$ cat config.mk
export PLATFORM = sky130hd
export DESIGN_NAME = div_seq
export DESIGN_NICKNAME = d
export VERILOG_FILES = /design/src/rtl/div_pkg.sv /design/src/rtl/div_seq_step.sv /design/src/rtl/div_seq.sv
export SDC_FILE = /design/constraint.sdc
export NUM_CORES = 1
export LEC_CHECK = 0
export CORE_MARGIN = 4
export CORE_UTILIZATION = 30
export CTS_BUF_LIST = sky130_fd_sc_hd__clkbuf_8
export DETAILED_ROUTE_END_ITERATION = 10
export GPL_TIMING_DRIVEN = 0
export PLACE_DENSITY = 0.61
export SLEW_MARGIN = 20
export SYNTH_ARGS = -nofsm -noshare
export SYNTH_HDL_FRONTEND = slang
export SYNTH_HIERARCHICAL = 1
export SYNTH_SLANG_ARGS = --single-unit
$ cat constraint.sdc
create_clock -name clk -period 3 [get_ports clk]
set_clock_uncertainty 0.15 [all_clocks]
set_input_delay 0.6 -clock clk [delete_from_list [all_inputs] [get_ports clk]]
set_output_delay 0.6 -clock clk [all_outputs]
set_load 0.005 [all_outputs]
$ cat src/rtl/div_pkg.sv
// Shared types and constants for the sequential radix-2 restoring divider.
package div_pkg;

    typedef enum logic [1:0] {
        IDLE,
        CALC,
        FIX,
        DONE
    } state_t;

    localparam int unsigned MAX_WIDTH = 64;

    // Divide-by-zero quotient fill; sliced down to the instance width.
    localparam logic [MAX_WIDTH-1:0] DIV0_FILL = '1;

    function automatic int unsigned cnt_width(input int unsigned w);
        return $clog2(w);
    endfunction

endpackage

$ cat src/rtl/div_seq_step.sv
// One restoring iteration: shift in the next dividend bit, trial-subtract the divisor.
module div_seq_step #(
    parameter int unsigned WIDTH = 16
) (
    input  logic [WIDTH:0] rem,
    input  logic           dvd_msb,
    input  logic [WIDTH:0] dvs,
    output logic [WIDTH:0] rem_next,
    output logic           q_bit
);

    logic [WIDTH+1:0] shifted;
    logic [WIDTH+2:0] trial;

    always_comb begin
        shifted  = {rem, dvd_msb};
        trial    = {1'b0, shifted} - {2'b00, dvs};
        q_bit    = ~trial[WIDTH+2];
        rem_next = q_bit ? (WIDTH+1)'(trial) : (WIDTH+1)'(shifted);
    end

endmodule

$ cat src/rtl/div_seq.sv
// Multi-cycle signed/unsigned restoring divider with start/done handshake.
// Remainder output is present only when DIV_SEQ_REMAINDER_EN is defined.
module div_seq
    import div_pkg::*;
#(
    parameter int unsigned WIDTH = 16
) (
    input  logic             clk,
    input  logic             rst_n,
    input  logic             start,
    input  logic             sign_mode,
    input  logic [WIDTH-1:0] dividend,
    input  logic [WIDTH-1:0] divisor,
    output logic             busy,
    output logic             done,
    output logic [WIDTH-1:0] quotient,
    output logic [WIDTH-1:0] remainder,
    output logic             error
);

    localparam int unsigned CW = cnt_width(WIDTH);
    localparam logic [WIDTH-1:0] MIN_VAL = {1'b1, {(WIDTH-1){1'b0}}};

    state_t           state;
    logic [CW-1:0]    cnt;
    logic [WIDTH:0]   rem;
    logic [WIDTH-1:0] dvd;
    logic [WIDTH:0]   dvs_mag;
    logic             q_neg;
`ifdef DIV_SEQ_REMAINDER_EN
    logic             r_neg;
`endif

    logic             dvd_neg;
    logic             dvs_neg;
    logic [WIDTH:0]   dvd_abs;
    logic [WIDTH:0]   dvs_abs;
    logic [WIDTH:0]   rem_next;
    logic             q_bit;

    // Operand magnitudes in WIDTH+1 bits so |min| is representable.
    always_comb begin
        dvd_neg = sign_mode & dividend[WIDTH-1];
        dvs_neg = sign_mode & divisor[WIDTH-1];
        dvd_abs = dvd_neg ? (WIDTH+1)'(-{dividend[WIDTH-1], dividend}) : {1'b0, dividend};
        dvs_abs = dvs_neg ? (WIDTH+1)'(-{divisor[WIDTH-1], divisor})   : {1'b0, divisor};
    end

    div_seq_step #(
        .WIDTH(WIDTH)
    ) u_step (
        .rem     (rem),
        .dvd_msb (dvd[WIDTH-1]),
        .dvs     (dvs_mag),
        .rem_next(rem_next),
        .q_bit   (q_bit)
    );

    always_ff @(posedge clk or negedge rst_n) begin
        if (!rst_n) begin
            state    <= IDLE;
            cnt      <= '0;
            rem      <= '0;
            dvd      <= '0;
            dvs_mag  <= '0;
            q_neg    <= 1'b0;
            busy     <= 1'b0;
            done     <= 1'b0;
            quotient <= '0;
            error    <= 1'b0;
`ifdef DIV_SEQ_REMAINDER_EN
            r_neg     <= 1'b0;
            remainder <= '0;
`endif
        end else begin
            case (state)
                IDLE: begin
                    done <= 1'b0;
                    // The done cycle still counts as busy, so start is ignored there.
                    if (done) begin
                        busy <= 1'b0;
                    end else if (start) begin
                        busy <= 1'b1;
                        if (divisor == '0) begin
                            state    <= DONE;
                            error    <= 1'b1;
                            quotient <= WIDTH'(DIV0_FILL);
`ifdef DIV_SEQ_REMAINDER_EN
                            remainder <= dividend;
`endif
                        end else if (sign_mode && (dividend == MIN_VAL) && (divisor == '1)) begin
                            state    <= DONE;
                            error    <= 1'b1;
                            quotient <= MIN_VAL;
`ifdef DIV_SEQ_REMAINDER_EN
                            remainder <= '0;
`endif
                        end else begin
                            state   <= CALC;
                            cnt     <= CW'(WIDTH-1);
                            rem     <= '0;
                            dvd     <= WIDTH'(dvd_abs);
                            dvs_mag <= dvs_abs;
                            q_neg   <= dvd_neg ^ dvs_neg;
`ifdef DIV_SEQ_REMAINDER_EN
                            r_neg   <= dvd_neg;
`endif
                        end
                    end
                end
                CALC: begin
                    // Quotient bits shift into the working dividend as it empties.
                    rem <= rem_next;
                    dvd <= {dvd[WIDTH-2:0], q_bit};
                    if (cnt == '0) begin
                        state <= FIX;
                    end else begin
                        cnt <= cnt - CW'(1);
                    end
                end
                FIX: begin
                    quotient <= q_neg ? -dvd : dvd;
                    error    <= 1'b0;
`ifdef DIV_SEQ_REMAINDER_EN
                    remainder <= r_neg ? -rem[WIDTH-1:0] : rem[WIDTH-1:0];
`endif
                    state    <= DONE;
                end
                DONE: begin
                    done  <= 1'b1;
                    state <= IDLE;
                end
                default: state <= IDLE;
            endcase
        end
    end

`ifndef DIV_SEQ_REMAINDER_EN
    assign remainder = '0;
`endif

endmodule
# Yosys cells after proc, flatten, opt, wreduce, memory -nomap -nowiden
# Cells that the tools add are included.
dict set report word_totals {
  elab_cells 88
  ff_bits 76
}
dict set report classes {
  bitwise 7
  n_eq_ne 12
  reduce_logical 15
  muxes 39
  add_sub_neg 5
}
# op count
set ops {}
lappend ops {{2-to-1 mux 16 bit} 10}
lappend ops {{2-to-1 mux 17 bit} 6}
lappend ops {{case mux 16 bit (2 select lines)} 2}
lappend ops {{case mux 17 bit (2 select lines)} 1}
lappend ops {{== test 16 bit, second input constant} 2}
lappend ops {{negation 16 bit} 2}
lappend ops {{2-to-1 mux 4 bit} 5}
lappend ops {{subtractor 18 x 17 -> 19 bit} 1}
lappend ops {{negation 17 bit} 1}
lappend ops {{logical NOT 16 bit} 1}
lappend ops {{!= test 2 bit, second input constant} 6}
lappend ops {{2-to-1 mux 2 bit} 5}
lappend ops {{AND reduction 5 bit} 2}
lappend ops {{case mux 2 bit (4 select lines)} 1}
lappend ops {{case mux 4 bit (2 select lines)} 1}
lappend ops {{nonzero test 2 bit} 4}
lappend ops {{2-to-1 mux 1 bit} 6}
lappend ops {{AND reduction 6 bit} 1}
lappend ops {{== test 2 bit, second input constant} 2}
lappend ops {{logical NOT 4 bit} 1}
lappend ops {{inverter 1 bit} 4}
lappend ops {{case mux 1 bit (2 select lines)} 2}
lappend ops {{AND reduction 4 bit} 1}
lappend ops {{subtractor 4 x 1 -> 4 bit, second input constant} 1}
lappend ops {{other kinds (8)} 10}

# Longest topological paths before layout
dict set report logic_depth {
  depth_word 8
  depth_mapped 13
  depth_no_buf 12
}

# By module
# Netlist, hierarchy kept.
# module area_per_inst_um2 instances cells_per_inst
set modules_own_cells {}
lappend modules_own_cells {div_seq 4727.0 1 504}
lappend modules_own_cells {div_seq_step 1267.5 1 168}

# Worst setup path before layout
# No wires, ideal clock.
dict set report synth_path {
  path_kind {register to register}
  start {register dvd[15]}
  end {register rem[8]}
  period_less_slack_ps 2965
  arrival_time_ps 2684
  setup_slack_ps 35
  required_time_ps 2720
  path_stages_with_launch 14
  setup_ps 130
  path_cell_list {dfrtp_1 > inv_1 > ha_1 > inv_1 > fa_1 > a211oi_1 > o21ai_2 > a211oi_2 > nor2_2 > a41oi_4 > buf_12 > mux2_4 > nand2_1 > o21ai_0}
}
dict set report synth_between {
  elab_chain_cells 3
}
# item line_no
set synth_lines {}
lappend synth_lines {{start: declaration} div_seq.sv:27} ;# logic [WIDTH-1:0] dvd;
lappend synth_lines {{start signal: assignment} div_seq.sv:102} ;# dvd <= WIDTH'(dvd_abs);
lappend synth_lines {{start signal: assignment} div_seq.sv:114} ;# dvd <= {dvd[WIDTH-2:0], q_bit};
lappend synth_lines {{subtractor 18 x 17 -> 19 bit} div_seq_step.sv:17} ;# trial = {1'b0, shifted} - {2'b00, dvs};
lappend synth_lines {{2-to-1 mux 17 bit} div_seq_step.sv:19} ;# rem_next = q_bit ? (WIDTH+1)'(trial) : (WIDTH+1)'(shifted);
lappend synth_lines {{net rem_next[8]} div_seq.sv:38} ;# logic [WIDTH:0] rem_next;
lappend synth_lines {{case mux 17 bit (2 select lines)} div_seq.sv:76} ;# case (state)
lappend synth_lines {{end signal: assignment} div_seq.sv:113} ;# rem <= rem_next;
lappend synth_lines {{end: declaration} div_seq.sv:26} ;# logic [WIDTH:0] rem;
# The timed path passes the listed nets, and every way through them passes these cells.
# A chain may end at the register's enable or synchronous reset.

# Final worst setup path
dict set report layout_path {
  start {register dvd[15]}
  end {register rem[6]}
}
# The elaborated chain is that of the path after synthesis.

==> impl_metrics.toml <==
[synthesis]
synth-seq-cells = 76
syn_area_um2 = 5990
synth_area_leaders = "dfrtp_1, o21ai_0, mux2_2, ha_1, xnor2_1"
synthArstFlopShare_pct = 100
yosysTopAreaCell = "dfrtp_1"
yosysTopAreaCellShare_pct = 31.7
ys_seq_area_share_pct = 31.7
syn_inst = 672
yosysWarnings = 6
ys.flop_type = "dfrtp_1"
synth.distinct_cells = 74
syn_avg_cell_area_um2 = 8.92
synth-edff-count = 0

[setup_path]
arrival_ns = 3.03
cp-end-kind = "flop"
critical_path_class = "flop to flop"
crit_fanout = 3
cp.required_ns = 3.10
cp-start-kind = "flop"

[place]
port_buffers = 52
place_ws_ns = -0.508
placed_area_um2 = 6930
place_congestion = 0.882
dp_hpwl_mm = 12.1

[clock_tree]
cts.reportedPaths.clkPinSlew_ns = 0.09
cts_sinks = 76
cts_root_buffer = "clkbuf_8"
cts_hold_buf = 0
clockBufferDepth = 2
cts_buffers = 9
cts_tree = "built"
cts_max_level = 3
clk_latency_ns = 0.37

[detailed_routing]
dr.pass1.iters = 5
ant_nets = 0
drt-initial-drc-count = 261
totalWireLength_mm = 16.0
drcViolationCount = 0
wire_per_inst_um = 15.4
vias_per_cell = 5.00
vias = 5177

[run]
drv_cap = 0

[floorplan]
die_w_um = 149
num_rows = 51
core_um2 = 19500
die_area_um2 = 22300
die_y_um = 149
start_util_pct = 30.7
io_pins = 71

[sta]
fin_hold_ws_ns = 0.0000581
max_freq_mhz = 341
setup_viol = 0
slew_violations = 0
period_share_pct = 97.8
worstMarginPinSlew_ns = 0.820
hold_violations = 0
period_needed_ns = 2.93
slew_headroom_pct = 44.8
grt_setup_unrepaired = "yes"
fin_ws_ns = 0.0662

[finish]
antenna_cells = 0
layout-drive-gt1-share_pct = 18.4
finish.net_count = 828
fillers = 2036
final_common_cell = "dfrtp_1"
synthToLayoutAreaGrowth_pct = 22.7
final_cell_mix = "dfrtp_1, o21ai_0, clkdlybuf4s50_1, nand2_1"
design_area_um2 = 7350

[power_and_ir_drop]
power_switching_w = 0.00362
clockPowerShare_pct = 10.0
irDropWorstVdd_v = 0.000414
p_sw_share_pct = 42.7
p_seq_share_pct = 22.2
p_total_w = 0.00847
pwr-share-comb_pct = 67.7
power.leakage_nw = 3.17
power.density_nw_per_um2 = 1150
p_int_w = 0.00485

[global_route]
grt_remaining_overflow = 0
grt_pass1_wl_mm = 25.9
antenna_found_initial = 0
grt_pass1_vias = 4887
grt_use_total_pct = 14.3
grt_max_degree = 52

[worst_hold_path]
hold_path.class = "input pin to asynchronous set/reset pin"

[run_status]
run_status = "finished clean"
worst paths after layout:
path	to	slack, ns	from	cells past startpoint
setup / recovery	rem[6]	0.07	dvd[15]	14
hold / removal	state[1]	0.00006	rst_n	1
setup reg to reg	rem[6]	0.07	dvd[15]	14
hold reg to reg	dvs_mag[16]	0.34	dvs_mag[16]	1
max in group asynchronous	rem[1]	2.10	rst_n	2
min in group clk	dvs_mag[16]	0.34	dvs_mag[16]	1
stage by stage:
step | setup TNS [ns] | util (%) | cells
final | 0 | 37.7 | 1035
after floorplan | 0 | - | 687
after detailed placement | -26.69 | 35.5 | 1005
after global placement | -155.28 | 35.4 | 1004
after global routing | -0.205 | 37.7 | 1035
after CTS | -0.0129 | 37.5 | 1035
sequential cells by signal (all words and copies together) (netlist names):
signal	flops
busy	1
rem	17
done	1
q_neg	1
dvd	16
cnt	4
quotient	16
state	2
error	1
dvs_mag	17
layout make-up:
type | count | area [um2] | area share, %
buffer | 54 | 339 | 4.61
clock buffer | 11 | 151 | 2.06
clock inverter | 5 | 60.1 | 0.817
inverter | 41 | 154 | 2.09
multi-input combinational | 515 | 3720 | 50.6
sequential | 76 | 1900 | 25.9
tap | 265 | 332 | 4.51
timing repair buffer | 68 | 694 | 9.44
repair_timing:
item / in CTS / in global routing
setup buffers: 13 / 2
cloned: 1 / 0
pin swaps: 12 / 9
gates resized for setup: 23 / 22
setup endpoints to repair: 40 / 29
kinds of logic (layout without fill, tap and decap cells):
kind of cell    Yosys count  count (layout)  synth area share (%)
buf+inv                  96             179                  8.24
mux                      54              54                  10.9
compound gates          193             193                  20.7
flops                    76              76                  31.7
fa+ha+maj                27              27                  5.76
xor+xnor                 48              48                  7.01
simple gates            177             177                  15.6
other cells               1              16                0.0626
worst max-delay path: stages (launching register included):
cell and delay [ns]:
dfrtp_1 0.40, inv_2 0.09, ha_4 0.13, inv_2 0.03, fa_2 0.36, a211oi_2 0.22, o21ai_2 0.10, a211oi_2 0.21
nor2_2 0.08, a41oi_4 0.31, buf_12 0.15, buf_6 0.11, mux2_2 0.32, nand2_1 0.07, o21ai_1 0.07
synth_stat cells, types with 3 or more instances:
cell       n
nand2_1   53
and2_0     3
o22a_1     6
buf_6      4
xor2_1    18
a21oi_1   40
buf_2      3
nand4_1    8
nor3_1    12
o41ai_1    8
inv_1     41
nor2_1    36
a31oi_1   10
or3_1      5
o21ai_0   68
a41oi_1    3
mux2_2    29
and3_1     3
or4_1      5
and2_1     6
nand3_1    5
o211ai_1  21
clkbuf_1  26
mux2i_1   10
buf_4     18
nor2b_1    7
xnor2_1   30
ha_1      26
nor4_1    10
mux2_4    15
o31ai_1    4
a21o_1     7
dfrtp_1   76
nand2b_1   4
per-layer routing:
| metal | part of all wire (%) | GRT usage (%) | wire, um | vias to the layer above |
|---|---|---|---|---|
| met2 | 47 | 23.1 | 7540 | 89 |
| met3 | 3.0 | 1.85 | 476 | 12 |
| li1 | - | - | - | 2582 |
| met1 | 49 | 20.2 | 7770 | 2494 |
| met4 | 1.2 | 3.71 | 196 | 0 |
| met5 | 0 | 0 | 0 | - |
power by group through the flow:
stage | logic (W) | clock network, W | registers [W]
after floorplan | 0.00397 | 0 | 0.00178
after global routing | 0.00630 | 0.000913 | 0.00195
after detailed placement | 0.00512 | 0 | 0.00190
after global placement | 0.00509 | 0 | 0.00189
final | 0.00574 | 0.000849 | 0.00188
after CTS | 0.00574 | 0.000866 | 0.00188
Note: power is estimated with default switching activity, not from simulation.
